`config.mk`:
```
export PLATFORM = sky130hd
export DESIGN_NAME = inv_mix_columns_seq
export DESIGN_NICKNAME = d
export VERILOG_FILES = /design/src/rtl/inv_mix_columns_seq_pkg.sv /design/src/rtl/inv_mix_columns_seq_word.sv /design/src/rtl/inv_mix_columns_seq.sv
export SDC_FILE = /design/constraint.sdc
export NUM_CORES = 1
export LEC_CHECK = 0
export CAP_MARGIN = 20
export CELL_PAD_IN_SITES_DETAIL_PLACEMENT = 1
export CELL_PAD_IN_SITES_GLOBAL_PLACEMENT = 2
export CORE_UTILIZATION = 35
export DETAILED_ROUTE_END_ITERATION = 10
export HOLD_SLACK_MARGIN = 0.1
export PLACE_DENSITY_LB_ADDON = 0.1
export SETUP_SLACK_MARGIN = 0.4
export SLEW_MARGIN = 5
export SYNTH_ARGS = -nofsm -noshare
export SYNTH_HDL_FRONTEND = slang
export SYNTH_SLANG_ARGS = --single-unit
```
`constraint.sdc`:
```
create_clock -name clk -period 5.35 [get_ports clk]
set_input_delay 0.8025 -clock clk [delete_from_list [all_inputs] [get_ports clk]]
set_output_delay 0.8025 -clock clk [all_outputs]
set_load 0.02 [all_outputs]
```
`src/rtl/inv_mix_columns_seq_pkg.sv`:
```
// Purpose : shared constants, FSM state type and GF(2^8) helpers for the
//           sequential AES InvMixColumns block.
// Latency : n/a (package).  Backpressure: n/a.
package inv_mix_columns_seq_pkg;

    // AES field reduction polynomial x^8+x^4+x^3+x+1, with the x^8 term implied.
    localparam logic [7:0] GF_POLY = 8'h1B;

    // InvMixColumns matrix coefficients (first row is E B D 9, later rows rotate it).
    localparam logic [3:0] COEF_E = 4'd14;
    localparam logic [3:0] COEF_B = 4'd11;
    localparam logic [3:0] COEF_D = 4'd13;
    localparam logic [3:0] COEF_9 = 4'd9;

    typedef enum logic [1:0] {
        IDLE = 2'd0,
        CALC = 2'd1,
        DONE = 2'd2
    } state_t;

    // Multiply by x in GF(2^8).
    function automatic logic [7:0] xtime(input logic [7:0] a);
        return {a[6:0], 1'b0} ^ (a[7] ? GF_POLY : 8'h00);
    endfunction

    // Multiply by a 4-bit constant.  This is shift-and-add over an xtime chain,
    // so it unrolls to plain XOR logic.
    function automatic logic [7:0] gf_mul(input logic [7:0] a, input logic [3:0] k);
        logic [7:0] acc;
        logic [7:0] pow;
        acc = 8'h00;
        pow = a;
        for (int i = 0; i < 4; i++) begin
            if (k[i]) acc = acc ^ pow;
            pow = xtime(pow);
        end
        return acc;
    endfunction

endpackage

```
`src/rtl/inv_mix_columns_seq_word.sv`:
```
// Purpose : InvMixColumns applied to a single 32-bit column, purely combinational.
// Latency : 0 cycles.  Backpressure: none.
// Ports   : col_in  = column, byte r at bits [31-8r -: 8]; col_out = transformed column.
module inv_mix_column_word
    import inv_mix_columns_seq_pkg::*;
(
    input  logic [31:0] col_in,
    output logic [31:0] col_out
);

    logic [7:0] a0, a1, a2, a3;
    logic [7:0] b0, b1, b2, b3;

    assign a0 = col_in[31:24];
    assign a1 = col_in[23:16];
    assign a2 = col_in[15:8];
    assign a3 = col_in[7:0];

    assign b0 = gf_mul(a0, COEF_E) ^ gf_mul(a1, COEF_B) ^ gf_mul(a2, COEF_D) ^ gf_mul(a3, COEF_9);
    assign b1 = gf_mul(a0, COEF_9) ^ gf_mul(a1, COEF_E) ^ gf_mul(a2, COEF_B) ^ gf_mul(a3, COEF_D);
    assign b2 = gf_mul(a0, COEF_D) ^ gf_mul(a1, COEF_9) ^ gf_mul(a2, COEF_E) ^ gf_mul(a3, COEF_B);
    assign b3 = gf_mul(a0, COEF_B) ^ gf_mul(a1, COEF_D) ^ gf_mul(a2, COEF_9) ^ gf_mul(a3, COEF_E);

    assign col_out = {b0, b1, b2, b3};

endmodule

```
`src/rtl/inv_mix_columns_seq.sv`:
```
// Purpose : sequential AES InvMixColumns.  It transforms one column per cycle in an IDLE/CALC/DONE FSM.
// Latency : out_valid rises 4 edges after the accepting edge.  The minimum issue interval is 5 cycles.
// Backpressure: the block holds the result in DONE until out_ready is seen.  in_ready is high only in IDLE.
// Ports   : clk, rst_n (async, active-low); in_valid/in_ready/state_in form the input handshake;
//           out_valid/out_ready/state_out form the output handshake; busy is high when not IDLE.
module inv_mix_columns_seq
    import inv_mix_columns_seq_pkg::*;
(
    input  logic         clk,
    input  logic         rst_n,
    input  logic         in_valid,
    output logic         in_ready,
    input  logic [127:0] state_in,
    output logic         out_valid,
    input  logic         out_ready,
    output logic [127:0] state_out,
    output logic         busy
);

    state_t       state, state_nxt;
    logic [1:0]   col_idx;
    logic [127:0] work;
    logic [127:0] result;
    logic [31:0]  col_cur;
    logic [31:0]  col_new;

    // All handshake flags decode from the state register.  Reset therefore reaches them asynchronously.
    assign in_ready  = (state == IDLE);
    assign out_valid = (state == DONE);
    assign busy      = (state != IDLE);
    assign state_out = result;

    always_comb begin
        col_cur = work[127:96];
        case (col_idx)
            2'd0:    col_cur = work[127:96];
            2'd1:    col_cur = work[95:64];
            2'd2:    col_cur = work[63:32];
            default: col_cur = work[31:0];
        endcase
    end

    inv_mix_column_word u_col (
        .col_in  (col_cur),
        .col_out (col_new)
    );

    always_ff @(posedge clk or negedge rst_n) begin
        if (!rst_n) state <= IDLE;
        else        state <= state_nxt;
    end

    always_comb begin
        state_nxt = state;
        case (state)
            IDLE:    if (in_valid)          state_nxt = CALC;
            CALC:    if (col_idx == 2'd3)   state_nxt = DONE;
            DONE:    if (out_ready)         state_nxt = IDLE;
            default:                        state_nxt = IDLE;
        endcase
    end

    // The result register is separate from the working register.  This keeps
    // state_out stable while the next state is being computed.
    always_ff @(posedge clk or negedge rst_n) begin
        if (!rst_n) begin
            work    <= '0;
            result  <= '0;
            col_idx <= 2'd0;
        end else if (state == IDLE && in_valid) begin
            work    <= state_in;
            col_idx <= 2'd0;
        end else if (state == CALC) begin
            case (col_idx)
                2'd0:    work[127:96] <= col_new;
                2'd1:    work[95:64]  <= col_new;
                2'd2:    work[63:32]  <= col_new;
                default: work[31:0]   <= col_new;
            endcase
            col_idx <= col_idx + 2'd1;
            // The last column goes straight into the result.  Columns 0..2 are already final in work.
            if (col_idx == 2'd3) result <= {work[127:32], col_new};
        end
    end

endmodule

```
==> results.py, run 1 <==
metrics = {
    "sta": {
        "drv_slew": 0,
        "max_freq_mhz": 215.0,
        "period_share_pct": 86.95,
        "fin_worst_skew_ps": 22.05,
        "max-slew-margin-rel_pct": 27.99,
        "hold_viol_final": 0,
        "tightestPinTransition_ps": 1080,
        "setup-tns-final_ps": 0,
        "grt_setup_unrepaired": "no",
        "finalSetupViolations": 0,
        "period_needed_ps": 4652,
    },
    "synth": {
        "synth_async_sr_flop_share_pct": 100.0,
        "synth_top_area_share_pct": 46.00,
        "yosysUniqueCellTypes": 50,
        "synth_edf_count": 0,
        "syn-instance-count": 1314,
        "ys_ff_latch": 260,
        "synth_warnings": 0,
        "postSynthAreaPerCell_sq_um": 10.76,
        "ys.flop_type": "dfrtp_1",
        "synth.area.top_cells": "dfrtp_1 (46%), xnor2_1 (8.9%), mux2_2 (8.4%), a22oi_1 (3.8%), o21ai_1 (3.0%)",
        "ys_seq_area_share_pct": 46.00,
        "yosysTopAreaCell": "dfrtp_1",
        "netlist_area_sq_mm": 0.01414,
        "synth.net_count": 1451,
    },
    "floorplanning": {
        "rows": 73,
        "dieArea_sq_mm": 0.04122,
        "start_util_pct": 35.52,
        "die_w_microns": 203.0,
        "fp.coreArea_sq_mm": 0.03982,
        "io-pin-count": 263,
        "die_h_microns": 203.0,
    },
    "place": {
        "portBuffers": 262,
        "dpl.hpwl_microns": 41210,
        "gp_congestion": 0.9042,
    },
    "setup_path": {
        "cp-end-kind": "flop",
        "cp.arrival_ps": 5100,
        "slowest_stage": "xor2_1",
        "cp.required_ps": 5790,
        "crit_end": "work[116]$_DFFE_PN0P_",
        "path_class": "flop to flop",
        "cp_num_buf_inv": 2,
        "path_depth": 11,
        "max_stage_delay_ps": 720,
        "path_common_cell": "xor2_1",
        "reg2reg_from": "col_idx[1]$_DFFE_PN0P_",
        "cp-startpoint": "col_idx[1]$_DFFE_PN0P_",
        "ff2ff_setup_slack_ps": 700,
        "r2r-end": "work[116]$_DFFE_PN0P_",
        "reg2regPathDepth": 11,
        "cp_top_family": "XOR/XNOR gates",
        "worstPathCellList": "inv_1 > ha_1 > buf_4 > a22oi_1 > a2bb2oi_2 > xnor3_1 > xor2_4 > xor2_1 > xnor2_1 > xor2_1 > o21ai_1",
        "cp_max_fo": 15,
        "startpoint_type": "flop",
    },
    "detailed_routing": {
        "wl_microns": 55580,
        "ant_nets": 0,
        "num_vias": 11360,
        "drtIter0Drc": 581,
        "drc": 0,
        "firstDrtPassIters": 5,
        "wl_per_cell_microns": 26.20,
        "viasPerCell": 5.354,
    },
    "outcome": {
        "status": "finished, final reports clean",
    },
    "clocking": {
        "htreeDepth": 1,
        "clk_path_buf_depth": 3,
        "cts_setup_buffers": 0,
        "holdBufCountCts": 0,
        "clk_latency_ps": 600,
        "path_clk_slew_ps": 60,
        "cts_tree": "built",
        "cts_resized": 0,
        "cts.sinks": 260,
        "clock_tree.root_cell": "clkbuf_16",
        "cts_buffers": 30,
    },
    "worst_hold_path": {
        "hold_path.class": "input pin to asynchronous set/reset pin",
    },
    "final_layout": {
        "multiInputGateArea_sq_mm": 0.007211,
        "drive_gt1_share_pct": 16.92,
        "num_antenna_cells": 0,
        "register_area_sq_mm": 0.006506,
        "syn_to_final_growth_pct": 31.31,
        "fillers": 4327,
        "fin_nets": 1709,
    },
    "grt": {
        "grt_pass1_wl_microns": 83170,
        "grt_pass1_vias": 12140,
        "antenna_found_initial": 1,
        "grt_max_degree": 126,
        "grt.overflow.total": 0,
        "grt_usage_pct": 27.36,
    },
    "job": {
        "drv_cap": 0,
    },
}
==> final cells by class <==
cell class | instances | area share (%)
multi-input combinational | 957 | 38.82
sequential | 260 | 35.03
timing repair buffer | 315 | 16.42
clock buffer | 46 | 5.066
tap | 525 | 3.537
clock inverter | 10 | 0.9633
inverter | 8 | 0.1617
==> cells in the mapped netlist, drive strengths merged, types with 15 or more instances <==
cell / count
a22oi: 71
dfrtp: 260
nor2: 92
o21ai: 142
xnor2: 164
clkbuf: 59
nand2: 110
mux2: 112
buf: 30
a222oi: 17
a2bb2oi: 15
a21oi: 82
xor2: 47
==> layout by cell type, fill, tap and decap left out, types with 6 or more instances in the layout <==
cell type and n:
xnor3_1 11, o21ai_1 85, inv_1 7, a22oi_1 71, dfrtp_1 260, a2bb2oi_2 9, xnor2_2 19, a222oi_1 17
o31ai_4 7, a31oi_1 8, o21ai_0 57, mux2_2 106, xnor2_1 144, nor3_1 9, buf_4 51, clkbuf_16 30
xor2_1 42, nor2b_1 7, nor2_1 92, mux2_1 6, a21oi_1 78, a21boi_1 6, a21o_1 12, nand2_1 106
clkbuf_8 13, a211oi_1 8, clkdlybuf4s50_1 261
==> state kept, by name, indices dropped and copies added, names as in the netlist <==
| register | count |
|---|---|
| col_idx | 2 |
| state | 2 |
| work | 128 |
| state_out | 128 |
==> per-stage QoR <==
| step | setup WS, ps | hold slack [ps] | std cells | area (sq um) | util, % |
|---|---|---|---|---|---|
| 6_report | 698.1 | 203.4 | 2121 | 18570 | 46.64 |
| 5_1_grt | 560.6 | 283.6 | 2121 | 18570 | 46.64 |
| 4_1_cts | 755.2 | 265.5 | 2120 | 18570 | 46.62 |
| 3_5_place_dp | 751.9 | 473.3 | 2064 | 17450 | 43.81 |
| 3_3_place_gp | 894.7 | 470.9 | 2064 | 17450 | 43.81 |
| 2_1_floorplan | 2146 | 463.5 | 1314 | 14140 | - |
==> how the worst min path moves through the flow <==
stage                                    from                    endpoint  slack [ps]  cells after the start
floorplan                state[1]$_DFFE_PN0P_        state[0]$_DFFE_PN0P_         460                      1
global placement    state_out[24]$_DFFE_PN0P_   state_out[24]$_DFFE_PN0P_         470                      2
detailed placement  state_out[24]$_DFFE_PN0P_   state_out[24]$_DFFE_PN0P_         470                      2
CTS                                     rst_n  state_out[117]$_DFFE_PN0P_         270                      1
global route                            rst_n  state_out[117]$_DFFE_PN0P_         280                      1
finish                                  rst_n  state_out[114]$_DFFE_PN0P_         200                      1
==> cell families after synthesis <==
group | synth area share (%)
compound gates | 18.34
xor+xnor | 16.30
fa+ha+maj | 0.4423
buf+inv | 3.167
flops | 46.00
mux | 9.226
simple gates | 6.528
==> metal layers <==
layer,track usage [%],up-vias,share of wire [%]
met3,3.515,98,4.6
met1,35.69,5789,43
met4,11.20,2,4.2
met5,0,-,0.023
li1,-,5124,-
met2,45.79,343,48
Power of run 1 is left out: the tool's default activity adds up to more than one toggle a clock period on the data nets, which glitch-free logic cannot reach.
==> run 2: changes to the inputs <==
Settings changed: CORE_UTILIZATION 35 to 31.
Clock period 5.35 ns to 4.1 ns, I/O delays scaled along.
==> run 2 against run 1 <==
Count of clock-buffer cells in the layout down 2. First-iteration DRC count up 41%. Cell count grew 5.5%. Register-to-register slack lost 190 ps. Core utilization decreased by 3.5 points. Clock skew shrank 9.3 ps. Via count grew 1.7%. Critical endpoint is now work[100]$_DFFE_PN0P_.
==> results.py, run 2 (synthesized netlist as in run 1, its figures left out) <==
metrics = {
    "clocking": {
        "htreeDepth": 1,
        "path_clk_slew_ps": 60,
        "cts.sinks": 260,
        "cts_tree": "built",
        "clk_path_buf_depth": 3,
        "clock_tree.root_cell": "clkbuf_16",
        "clk_latency_ps": 600,
        "cts_buffers": 30,
    },
    "floorplanning": {
        "start_util_pct": 31.71,
        "rows": 77,
        "die_h_microns": 215.6,
        "fp.coreArea_sq_mm": 0.04461,
        "die_w_microns": 215.6,
        "dieArea_sq_mm": 0.04649,
        "io-pin-count": 263,
    },
    "final_layout": {
        "layout_common_cells": "clkdlybuf4s50_1 (261), dfrtp_1 (260), xnor2_1 (127)",
        "finalInstanceArea_sq_mm": 0.01922,
        "fin_nets": 1760,
        "syn_to_final_growth_pct": 35.90,
        "final_util_pct": 43.09,
        "layout_commonest_cell": "clkdlybuf4s50_1",
        "fillers": 4841,
        "drive_gt1_share_pct": 20.44,
    },
    "job": {
        "drv_cap": 0,
    },
    "grt": {
        "grt.overflow.total": 0,
        "grt_max_degree": 109,
        "grt_usage_pct": 25.11,
        "grt_pass1_wl_microns": 86710,
        "antenna_found_initial": 1,
        "grt_pass1_vias": 12500,
    },
    "sta": {
        "finalSetupViolations": 0,
        "max_freq_mhz": 278.6,
        "period_needed_ps": 3589,
        "grt_setup_unrepaired": "yes",
        "tightestPinTransition_ps": 891.4,
        "hold_slack_ps": 69.77,
        "drv_slew": 0,
        "fin_worst_skew_ps": 12.78,
        "max-slew-margin-rel_pct": 40.57,
        "fin_ws_ps": 510.5,
        "period_share_pct": 87.55,
        "hold_viol_final": 0,
    },
    "outcome": {
        "status": "finished, final reports clean",
    },
    "place": {
        "portBuffers": 262,
        "gp_congestion": 0.9383,
        "place_area_sq_mm": 0.01789,
        "dpl.hpwl_microns": 43990,
        "dpl_worst_slack_ps": -10.15,
    },
    "detailed_routing": {
        "viasPerCell": 5.162,
        "num_vias": 11550,
        "drc": 0,
        "drtIter0Drc": 818,
        "wl_microns": 58200,
        "wl_per_cell_microns": 26.02,
        "firstDrtPassIters": 7,
        "ant_nets": 0,
    },
    "setup_path": {
        "cp.arrival_ps": 4090,
        "path_class": "flop to flop",
        "cp-end-kind": "flop",
        "startpoint_type": "flop",
        "cp.required_ps": 4600,
        "cp_max_fo": 14,
    },
    "worst_hold_path": {
        "hold_path.class": "input pin to asynchronous set/reset pin",
    },
}
## run 2: layer usage
layer  part of all wire [%]  up-vias  global-route usage [%]
met5                      0        -                       0
met4                    3.3        0                   8.582
met3                    3.9       76                   3.397
met2                     49      312                   42.09
met1                     44     5916                   33.17
li1                       -     5243                       -
## run 2: layout make-up
| type | count | area (sq um) | area share (%) |
|---|---|---|---|
| repair buffers | 366 | 3521 | 18.32 |
| well taps | 592 | 740.7 | 3.853 |
| clock buffers | 44 | 863.3 | 4.491 |
| multi-input cells | 957 | 7436 | 38.68 |
| clock inverters | 9 | 122.6 | 0.6379 |
| diodes | 1 | 2.502 | 0.01302 |
| flip-flops and latches | 260 | 6506 | 33.85 |
| inverters | 8 | 30.03 | 0.1562 |
## run 2: timing repair
item | 4_1_cts | 5_1_grt
endpoints found under the hold margin | 0 | 0
buffers inserted | 5 | 8
endpoints found under the setup margin | 70 | 93
pin swaps | 5 | 10
hold buffers | 0 | 0
resized for setup | 10 | 21
## run 2: final timing paths
kind	startpoint	endpoint	slack [ps]	cells past startpoint
max	col_idx[0]$_DFFE_PN0P_	work[100]$_DFFE_PN0P_	510	10
min	rst_n	state_out[67]$_DFFE_PN0P_	70	1
max reg2reg	col_idx[0]$_DFFE_PN0P_	work[100]$_DFFE_PN0P_	510	10
min reg2reg	state_out[29]$_DFFE_PN0P_	state_out[29]$_DFFE_PN0P_	490	2
max in group asynchronous	rst_n	state_out[39]$_DFFE_PN0P_	3070	2
min in group clk	state_out[29]$_DFFE_PN0P_	state_out[29]$_DFFE_PN0P_	490	2
## run 2: worst max-delay path, cell delays in order, from the launching register on
cell and delay (ps):
dfrtp_1 430, inv_1 110, ha_1 220, buf_4 200, a222oi_1 600, a21oi_1 290
xnor3_2 400, xor2_4 280, xnor2_2 170, xnor3_1 580, o21ai_1 190
## run 2: through the flow
step	TNS, ps	cells
finish	0	2237
global route	0	2237
CTS	0	2228
detailed placement	-10.15	2170
global placement	0	2170
floorplan	0	1314
Power of run 2 is left out for the same reason.
